### src/rtl/ssm_state_scan.sv
// ssm_state_scan
// ----------------------------------------------------------------------------
// Elementwise linear-recurrence scan for a state-space-model layer:
//   h_t[c] = lambda[c] * h_{t-1}[c] + x_t[c]
// One timestep is presented as NUM_TILES consecutive tiles (tile 0 first).
// Each tile holds TILE_SIZE signed Q(FRAC_BITS) elements. The hidden state
// for every tile of the timestep is held internally. Updated h tiles leave
// through a single output register stage, so they appear one cycle after
// acceptance.
//
// Build option:
//   SSM_SCAN_ROUND_EN  defined   -> the scaled product is rounded half-up
//                                   before x_t is added
//                      undefined -> plain arithmetic-shift truncation
//
// Ports:
//   clk, rst_n        clock, asynchronous active-low reset
//   clear             synchronous restart: zeros state, tile and step count,
//                     and drops any pending output
//   in_valid/in_ready joined (lambda, x_t) tile handshake
//   lam_vec, xt_vec   lambda and x_t tiles (TILE_SIZE x DATA_WIDTH, signed)
//   out_valid/ready   h tile handshake
//   h_vec             updated state tile
//   out_tile_idx      tile index of h_vec inside its timestep
//   out_last          h_vec is the final tile of its timestep
//   out_step          timestep index of h_vec
// ----------------------------------------------------------------------------
module ssm_state_scan #(
  parameter int TILE_SIZE  = 4,
  parameter int DATA_WIDTH = 16,
  parameter int FRAC_BITS  = 12,
  parameter int NUM_TILES  = 4,
  parameter int STEP_W     = 16,
  localparam int IDX_W     = (NUM_TILES > 1) ? $clog2(NUM_TILES) : 1
) (
  input  logic                                  clk,
  input  logic                                  rst_n,
  input  logic                                  clear,
  input  logic                                  in_valid,
  output logic                                  in_ready,
  input  logic [TILE_SIZE-1:0][DATA_WIDTH-1:0]  lam_vec,
  input  logic [TILE_SIZE-1:0][DATA_WIDTH-1:0]  xt_vec,
  output logic                                  out_valid,
  input  logic                                  out_ready,
  output logic [TILE_SIZE-1:0][DATA_WIDTH-1:0]  h_vec,
  output logic [IDX_W-1:0]                      out_tile_idx,
  output logic                                  out_last,
  output logic [STEP_W-1:0]                     out_step
);

  localparam int PROD_W = 2 * DATA_WIDTH;
  // One guard bit above the product keeps the rounding bias and the x_t
  // addition free of overflow for every input combination.
  localparam int SUM_W  = PROD_W + 1;

  localparam logic signed [SUM_W-1:0] SAT_MAX =
    (SUM_W'(1) <<< (DATA_WIDTH - 1)) - SUM_W'(1);
  localparam logic signed [SUM_W-1:0] SAT_MIN = ~SAT_MAX;

`ifdef SSM_SCAN_ROUND_EN
  localparam logic signed [SUM_W-1:0] RND_BIAS = SUM_W'(1) <<< (FRAC_BITS - 1);
`else
  localparam logic signed [SUM_W-1:0] RND_BIAS = '0;
`endif

  // Registered state
  logic [NUM_TILES-1:0][TILE_SIZE-1:0][DATA_WIDTH-1:0] state_q, state_d;
  logic [IDX_W-1:0]                                    tile_q, tile_d;
  logic [STEP_W-1:0]                                   step_q, step_d;
  logic                                                out_valid_q, out_valid_d;
  logic [TILE_SIZE-1:0][DATA_WIDTH-1:0]                h_vec_q, h_vec_d;
  logic [IDX_W-1:0]                                    out_tile_idx_q, out_tile_idx_d;
  logic                                                out_last_q, out_last_d;
  logic [STEP_W-1:0]                                   out_step_q, out_step_d;

  // Datapath intermediates
  logic [TILE_SIZE-1:0][DATA_WIDTH-1:0] cur_tile;
  logic [TILE_SIZE-1:0][DATA_WIDTH-1:0] h_new;
  logic signed [PROD_W-1:0]             lam_ext  [TILE_SIZE];
  logic signed [PROD_W-1:0]             hold_ext [TILE_SIZE];
  logic signed [PROD_W-1:0]             prod     [TILE_SIZE];
  logic signed [SUM_W-1:0]              prod_b   [TILE_SIZE];
  logic signed [SUM_W-1:0]              scaled   [TILE_SIZE];
  logic signed [SUM_W-1:0]              xt_ext   [TILE_SIZE];
  logic signed [SUM_W-1:0]              sum      [TILE_SIZE];

  logic accept;
  logic last_tile;

  assign in_ready  = !clear && (!out_valid_q || out_ready);
  assign accept    = in_valid && in_ready;
  assign last_tile = (tile_q == IDX_W'(NUM_TILES - 1));

  // Explicit mux instead of a direct array index keeps the select legal for
  // tile counts that are not a power of two (and for a single tile).
  always_comb begin : tile_read
    cur_tile = '0;
    for (int t = 0; t < NUM_TILES; t++) begin
      if (tile_q == IDX_W'(t)) begin
        cur_tile = state_q[t];
      end
    end
  end

  always_comb begin : recurrence
    for (int i = 0; i < TILE_SIZE; i++) begin
      lam_ext[i]  = {{DATA_WIDTH{lam_vec[i][DATA_WIDTH-1]}}, lam_vec[i]};
      hold_ext[i] = {{DATA_WIDTH{cur_tile[i][DATA_WIDTH-1]}}, cur_tile[i]};
      // Full-width product: |lam*h| <= 2^(2*DATA_WIDTH-2), fits in PROD_W.
      prod[i]     = lam_ext[i] * hold_ext[i];
      prod_b[i]   = {prod[i][PROD_W-1], prod[i]} + RND_BIAS;
      scaled[i]   = prod_b[i] >>> FRAC_BITS;
      xt_ext[i]   = {{(SUM_W - DATA_WIDTH){xt_vec[i][DATA_WIDTH-1]}}, xt_vec[i]};
      sum[i]      = scaled[i] + xt_ext[i];
      if (sum[i] > SAT_MAX) begin
        h_new[i] = SAT_MAX[DATA_WIDTH-1:0];
      end else if (sum[i] < SAT_MIN) begin
        h_new[i] = SAT_MIN[DATA_WIDTH-1:0];
      end else begin
        h_new[i] = sum[i][DATA_WIDTH-1:0];
      end
    end
  end

  always_comb begin : next_state
    state_d        = state_q;
    tile_d         = tile_q;
    step_d         = step_q;
    out_valid_d    = out_valid_q;
    h_vec_d        = h_vec_q;
    out_tile_idx_d = out_tile_idx_q;
    out_last_d     = out_last_q;
    out_step_d     = out_step_q;

    if (clear) begin
      state_d     = '0;
      tile_d      = '0;
      step_d      = '0;
      out_valid_d = 1'b0;
    end else if (accept) begin
      for (int t = 0; t < NUM_TILES; t++) begin
        if (tile_q == IDX_W'(t)) begin
          state_d[t] = h_new;
        end
      end
      h_vec_d        = h_new;
      out_tile_idx_d = tile_q;
      out_last_d     = last_tile;
      out_step_d     = step_q;
      out_valid_d    = 1'b1;
      if (last_tile) begin
        tile_d = '0;
        step_d = step_q + 1'b1;
      end else begin
        tile_d = tile_q + 1'b1;
      end
    end else if (out_valid_q && out_ready) begin
      out_valid_d = 1'b0;
    end
  end

  always_ff @(posedge clk or negedge rst_n) begin
    if (!rst_n) begin
      state_q        <= '0;
      tile_q         <= '0;
      step_q         <= '0;
      out_valid_q    <= 1'b0;
      h_vec_q        <= '0;
      out_tile_idx_q <= '0;
      out_last_q     <= 1'b0;
      out_step_q     <= '0;
    end else begin
      state_q        <= state_d;
      tile_q         <= tile_d;
      step_q         <= step_d;
      out_valid_q    <= out_valid_d;
      h_vec_q        <= h_vec_d;
      out_tile_idx_q <= out_tile_idx_d;
      out_last_q     <= out_last_d;
      out_step_q     <= out_step_d;
    end
  end

  assign out_valid    = out_valid_q;
  assign h_vec        = h_vec_q;
  assign out_tile_idx = out_tile_idx_q;
  assign out_last     = out_last_q;
  assign out_step     = out_step_q;

endmodule
### config.mk
export PLATFORM = sky130hd
export DESIGN_NAME = ssm_state_scan
export DESIGN_NICKNAME = d
export VERILOG_FILES = /design/src/rtl/ssm_state_scan.sv
export SDC_FILE = /design/constraint.sdc
export NUM_CORES = 2
export LEC_CHECK = 0
export CAP_MARGIN = 30
export CORE_ASPECT_RATIO = 0.75
export CORE_UTILIZATION = 45
export DETAILED_ROUTE_END_ITERATION = 7
export PLACE_DENSITY_LB_ADDON = 0.15
export SYNTH_ARGS = -nofsm -noshare
export SYNTH_HDL_FRONTEND = slang
export SYNTH_SLANG_ARGS = --single-unit
### constraint.sdc
create_clock -name clk -period 12.2 [get_ports clk]
set_clock_uncertainty 0.2 [all_clocks]
set_input_delay 3.66 -clock clk [delete_from_list [all_inputs] [get_ports clk]]
set_output_delay 3.66 -clock clk [all_outputs]
set_load 0.005 [all_outputs]
Yosys cells after proc, flatten, opt, wreduce, memory -nomap -nowiden
Index checks and enable logic that the tools add are counted.
Widths: inputs -> output; s select.
- bits of input ports: 133
- bits in registers: 358
- logic and storage cells: 93
- memories kept: 0
- RAM bits: 0
- bits in latches: 0
- memory bits (read-only): 0
- muxes and demuxes: 27
- bitwise gates (word level): 1
- divide/modulo/power cells: 0
- add/sub/neg operators: 6
- shifts and indexed selects: 0
- order comparisons: 8
- multipliers: 4
- eq/ne operators: 3
- reduce and logical (&&, ||, !) cells: 18
- operators with widths (operator ; count):
    $mux 256 ; 2
    $mux 64 ; 8
    $mux 16 ; 11
    $mul 16x16->32 ; 4
    $add 20x16->21 ; 4
    $gt 21x16->1 const B ; 4
    $lt 21x16->1 const B ; 4
    $add 16x1->16 const B ; 1
    $reduce_and 2->1 ; 5
    $reduce_bool 2->1 ; 5
    $mux 2 ; 3
    $eq 2x2->1 const B ; 2
    $logic_and 1x1->1 ; 3
    $mux 1 ; 3
    $reduce_bool 3->1 ; 1
    $add 2x1->2 const B ; 1
    $eq 2x1->1 const B ; 1
    $logic_not 1->1 ; 2
    $logic_not 2->1 ; 1
    $logic_or 1x1->1 ; 1
    $not 1->1 ; 1

Depth between registers and ports, before layout
- depth in word-level cells: 13
- depth in mapped cells: 47

Worst setup path after synthesis
No wires, ideal clock.
- path type: input-to-reg
- start point: input lam_vec[27] in the netlist's numbering
- end point: register state_q[212] in the netlist's numbering
- stages on the path: 31
- setup slack: 501 ps
- arrival time: 11371 ps
- path buffers: 2
- required time: 11872 ps
- library setup time: 128 ps
- cells stage by stage: clkbuf_1 > nand2_1 > fa_1 > fa_1 > fa_1 > inv_1 > fa_1 > fa_1 > inv_1 > fa_1 > inv_1 > ha_1 > a21oi_1 > o21ai_0 > nor3_1 > a21oi_1 > a41o_1 > o41ai_2 > o21bai_1 > xor2_1 > ha_1 > a21o_1 > a2111oi_0 > nor3_1 > o21ai_1 > nor4_1 > nand3b_1 > o41a_1 > nor2_1 > buf_2 > a21oi_1
- longest elaborated chain between the ends: 8
- RTL lines (what ; line ; RTL):
    start: declaration ; 41 ; input logic [TILE_SIZE-1:0][DATA_WIDTH-1:0] lam_vec,
    $mul 16x16->32 * ; 110 ; prod[i] = lam_ext[i] * hold_ext[i];
    $add 20x16->21 * ; 114 ; sum[i] = scaled[i] + xt_ext[i];
    $lt 21x16->1 ; 117 ; end else if (sum[i] < SAT_MIN) begin
    $mux 16 ; 117 ;
    $mux 16 * ; 115 ; if (sum[i] > SAT_MAX) begin
    $mux 64 * ; 142 ; if (tile_q == IDX_W'(t)) begin
    $mux 256 * ; 140 ; end else if (accept) begin
    $mux 256 * ; 135 ; if (clear) begin
    end signal: assignment ; 173 ; state_q <= state_d;
    end: declaration ; 67 ; logic [NUM_TILES-1:0][TILE_SIZE-1:0][DATA_WIDTH-1:0] state_q, state_d;
Every way passes the cells marked *; elsewhere a longest branch is shown, timed or not. The select of a mux whose other input is x is not followed.
A chain may end at the register's enable or synchronous reset.

Worst setup path after layout
- start point: input lam_vec[58] in the netlist's numbering
- end point: register state_q[244] in the netlist's numbering
The elaborated chain is that of the path after synthesis.

==> results.md <==
* Core area at between 100000 and 150000 um2
* First-pass GRT wire length at 262.5 mm
* GR Layer Usage met1 at a little under two fifths
* RSZ-0062 raised after global routing: true
* CTS clk-pin slew, worst paths at about 60 ps
* Crit start category: input port
* CTS tree: yes
* Die ar. at between 100000 and 150000 um2
* Worst hold slack at ~280 ps
* Worst skew pair latency at 570 ps
* Outcome: complete, no violations
* Top FF cell, synth: dfrtp_1
* Starting Density at ~46%
* Via count at 45730
* Most common cell on crit path: fa_1
* Top cells by count, synth: 1207 x inv_1, 1048 x fa_1, 717 x nand2_1, 499 x a21oi_1, 409 x ha_1
* PortBufs at 217
* DRT antenna net count at 0
* R2R cell count at 42
* Finished Layout Cells at approximately 9000
* Fmax at 0.08467 GHz
* WL/cell at between 15 and 20 um
* Placer Congestion at just over 0.9
* Synthesized flop and latch total at ~360
* CTS Buf Count at between 40 and 50
* HPWL after DPL at around 130 mm
* Drt drc at 0
* Worst path arrival time at approximately 12000 ps
* Avg Synthesized Cell Area at 8.876 um2
* Top post-synthesis cells by area: fa_1 36%, dfrtp_1 15%, ha_1 8.8%, inv_1 7.8%, nand2_1 4.6%
* Critical path's slowest cell: or4b_2
* Share of the synthesized area in the top cell type at 36.07%
* Routing usage on met3 at approximately 2.3%
* Synth Net Count at around 8100
* IO Pins at 218
* CP endpoint: state_q[244]
* Slew at the pin closest to its max-slew limit at between 1000 and 1500 ps
* Clock Root Buffer: clkbuf_16
* Share of cells above drive strength 1 at 10.05%
* Final setup margin at just under 400 ps
* CTS Buffer Depth at 3
* Layout Utilization at 53.06%
* Multi-input gate area at approximately 44000 um2
* Max-Cap Viols at 0
* Via density at 5.176
* Final worst path period share at 96.81%
* Chip Height at roughly 310 um
* Syn Inst Count at ~6600
* Netlist cell types at slightly below 90
* Vias in the first global route at between 40000 and 50000
* WS Path Type: input port to flip-flop
* First drt pass iteration count at 6
* Antenna violations before repair at 1
* Number of synthesized flops with an enable pin at 0
* Layer with the highest usage: met2
* Most common cell in the synthesized netlist: inv_1
* Min-Delay Path Class: flip-flop to flip-flop
* Chip width at 417.2 um
* DR iter-0 viols at ~3000
* Fraction of registers with async set/reset at 100.0%
* Fin nets at approximately 8700
* GRT overflow at 0
* Max incr delay on CP at between 600 and 700 ps
* FP Rows at 113
* Drt total wl at about 160 mm
* Max-slew headroom at 31.93%
* Reg-to-reg startpoint: tile_q[0]
* Area Overhead vs Synth at 16.18%
* Setup WS pre-CTS at -399.5 ps
* Global-route usage over all layers at about a quarter
* Layout fillers at around 12000
* Critical path startpoint: lam_vec[58]
* Placed insts at roughly 8800
* Final setup vio count at 0
* Yosys Warn Count at 0
* Clock Sink Count at roughly 360
* H-tree levels at 2
* Post-synthesis sequential area ratio at 15.40%
* FF+latch area at between 8000 and 9000 um2
* Final max-slew violation count at 0
* Min Tclk post-route at 11810 ps
* Largest net degree at the start of global routing at roughly 110
* Cell area after synthesis at roughly 58000 um2
* CP required at approximately 12000 ps
* Critical path endpoint category: flip-flop
* Reg-to-reg setup timing slack at 1180 ps
* Post-synth top area cell: fa_1
* Crit-path max FO at 15
* Final Hold Fails at 0
* GRT met2 Usage at between 30% and 40%
* Reg2reg end: h_vec[5]
## logic make-up after synthesis
kind of cell / Yosys count / synth area share, %
flip-flops: 358 / 15.40
buffers and inverters: 1499 / 9.737
XOR/XNOR: 181 / 2.751
AO/OA/AOI/OAI: 1118 / 11.18
multiplexers: 6 / 0.1054
adder cells (fa/ha/maj): 1457 / 44.86
AND/OR/NAND/NOR: 1935 / 15.96
## stage by stage
step                      area (um2)  TNS, ps
after floorplan                58170        0
after global placement         65770   -40450
after detailed placement       65850   -69870
after CTS                      67340        0
after global routing           67580   -471.0
final                          67590        0
## critical path, delay by kind of cell
kind	cells	cell delay (ps)
buffers and inverters	4	1030
adders and majority gates	8	3550
xor gates and xnor gates	1	90
AOI/OAI and AO/OA	13	2500
and+or+nand+nor	5	1180
## layer usage
metal,vias up,share of wire [%]
met2,1066,46
met3,106,4.8
li1,21490,-
met4,0,1.2
met1,23070,48
met5,-,0
## state kept, by name (all words and copies together), names as in the netlist
signal	count
out_last	1
out_tile_idx	2
step_q	16
h_vec	64
out_step	16
state_q	256
tile_q	2
out_valid	1
## final cells by class
class	count	area share (%)
Multi-Input combinational cell	4697	64.81
Antenna cell	3	0.01111
Sequential cell	358	13.26
Timing Repair Buffer	772	9.815
Clock buffer	58	1.807
Tap cell	1725	3.193
Inverter	1207	6.711
Clock inverter	15	0.3999
## cell usage in the layout, fill, tap and decap left out, types with 9 or more instances in the layout
cell,n
or2_2,23
dfrtp_1,358
nor3_1,33
o31ai_1,9
fa_1,1048
xnor2_1,121
xor2_1,56
nand4_1,16
nand2_1,717
a21oi_1,493
a221o_1,16
o21bai_1,16
nand3b_1,13
and4_1,11
nor2b_1,288
nand3_1,109
o211ai_1,19
a31oi_1,18
ha_1,405
inv_1,1206
nand2b_1,76
nor2_1,367
o21a_1,19
and2_1,179
or3_1,9
clkbuf_8,11
clkdlybuf4s50_1,212
and3_1,55
o21ai_0,275
o21ai_1,57
clkbuf_16,42
buf_12,16
a21o_1,54
o22ai_1,10
buf_4,534
a211oi_1,35
## worst min path at each step
stage	startpoint	end	cells past startpoint
after global placement	h_vec[0]	h_vec[0]	2
final	out_step[14]	out_step[14]	2
after floorplan	state_q[230]	state_q[230]	2
after detailed placement	out_step[5]	out_step[5]	2
after CTS	out_step[5]	out_step[5]	2
after global routing	out_step[2]	out_step[2]	2
## repair_timing
item | in CTS | in global routing
endpoints found under the setup margin | 0 | 271
hold buffers | 0 | 0
setup buffers | 0 | 2
resized for setup | 0 | 43
hold endpoints to repair | 0 | 0
Power is not shown: default switching activity piles up to over one toggle a cycle in this logic, so the estimate is an artifact.
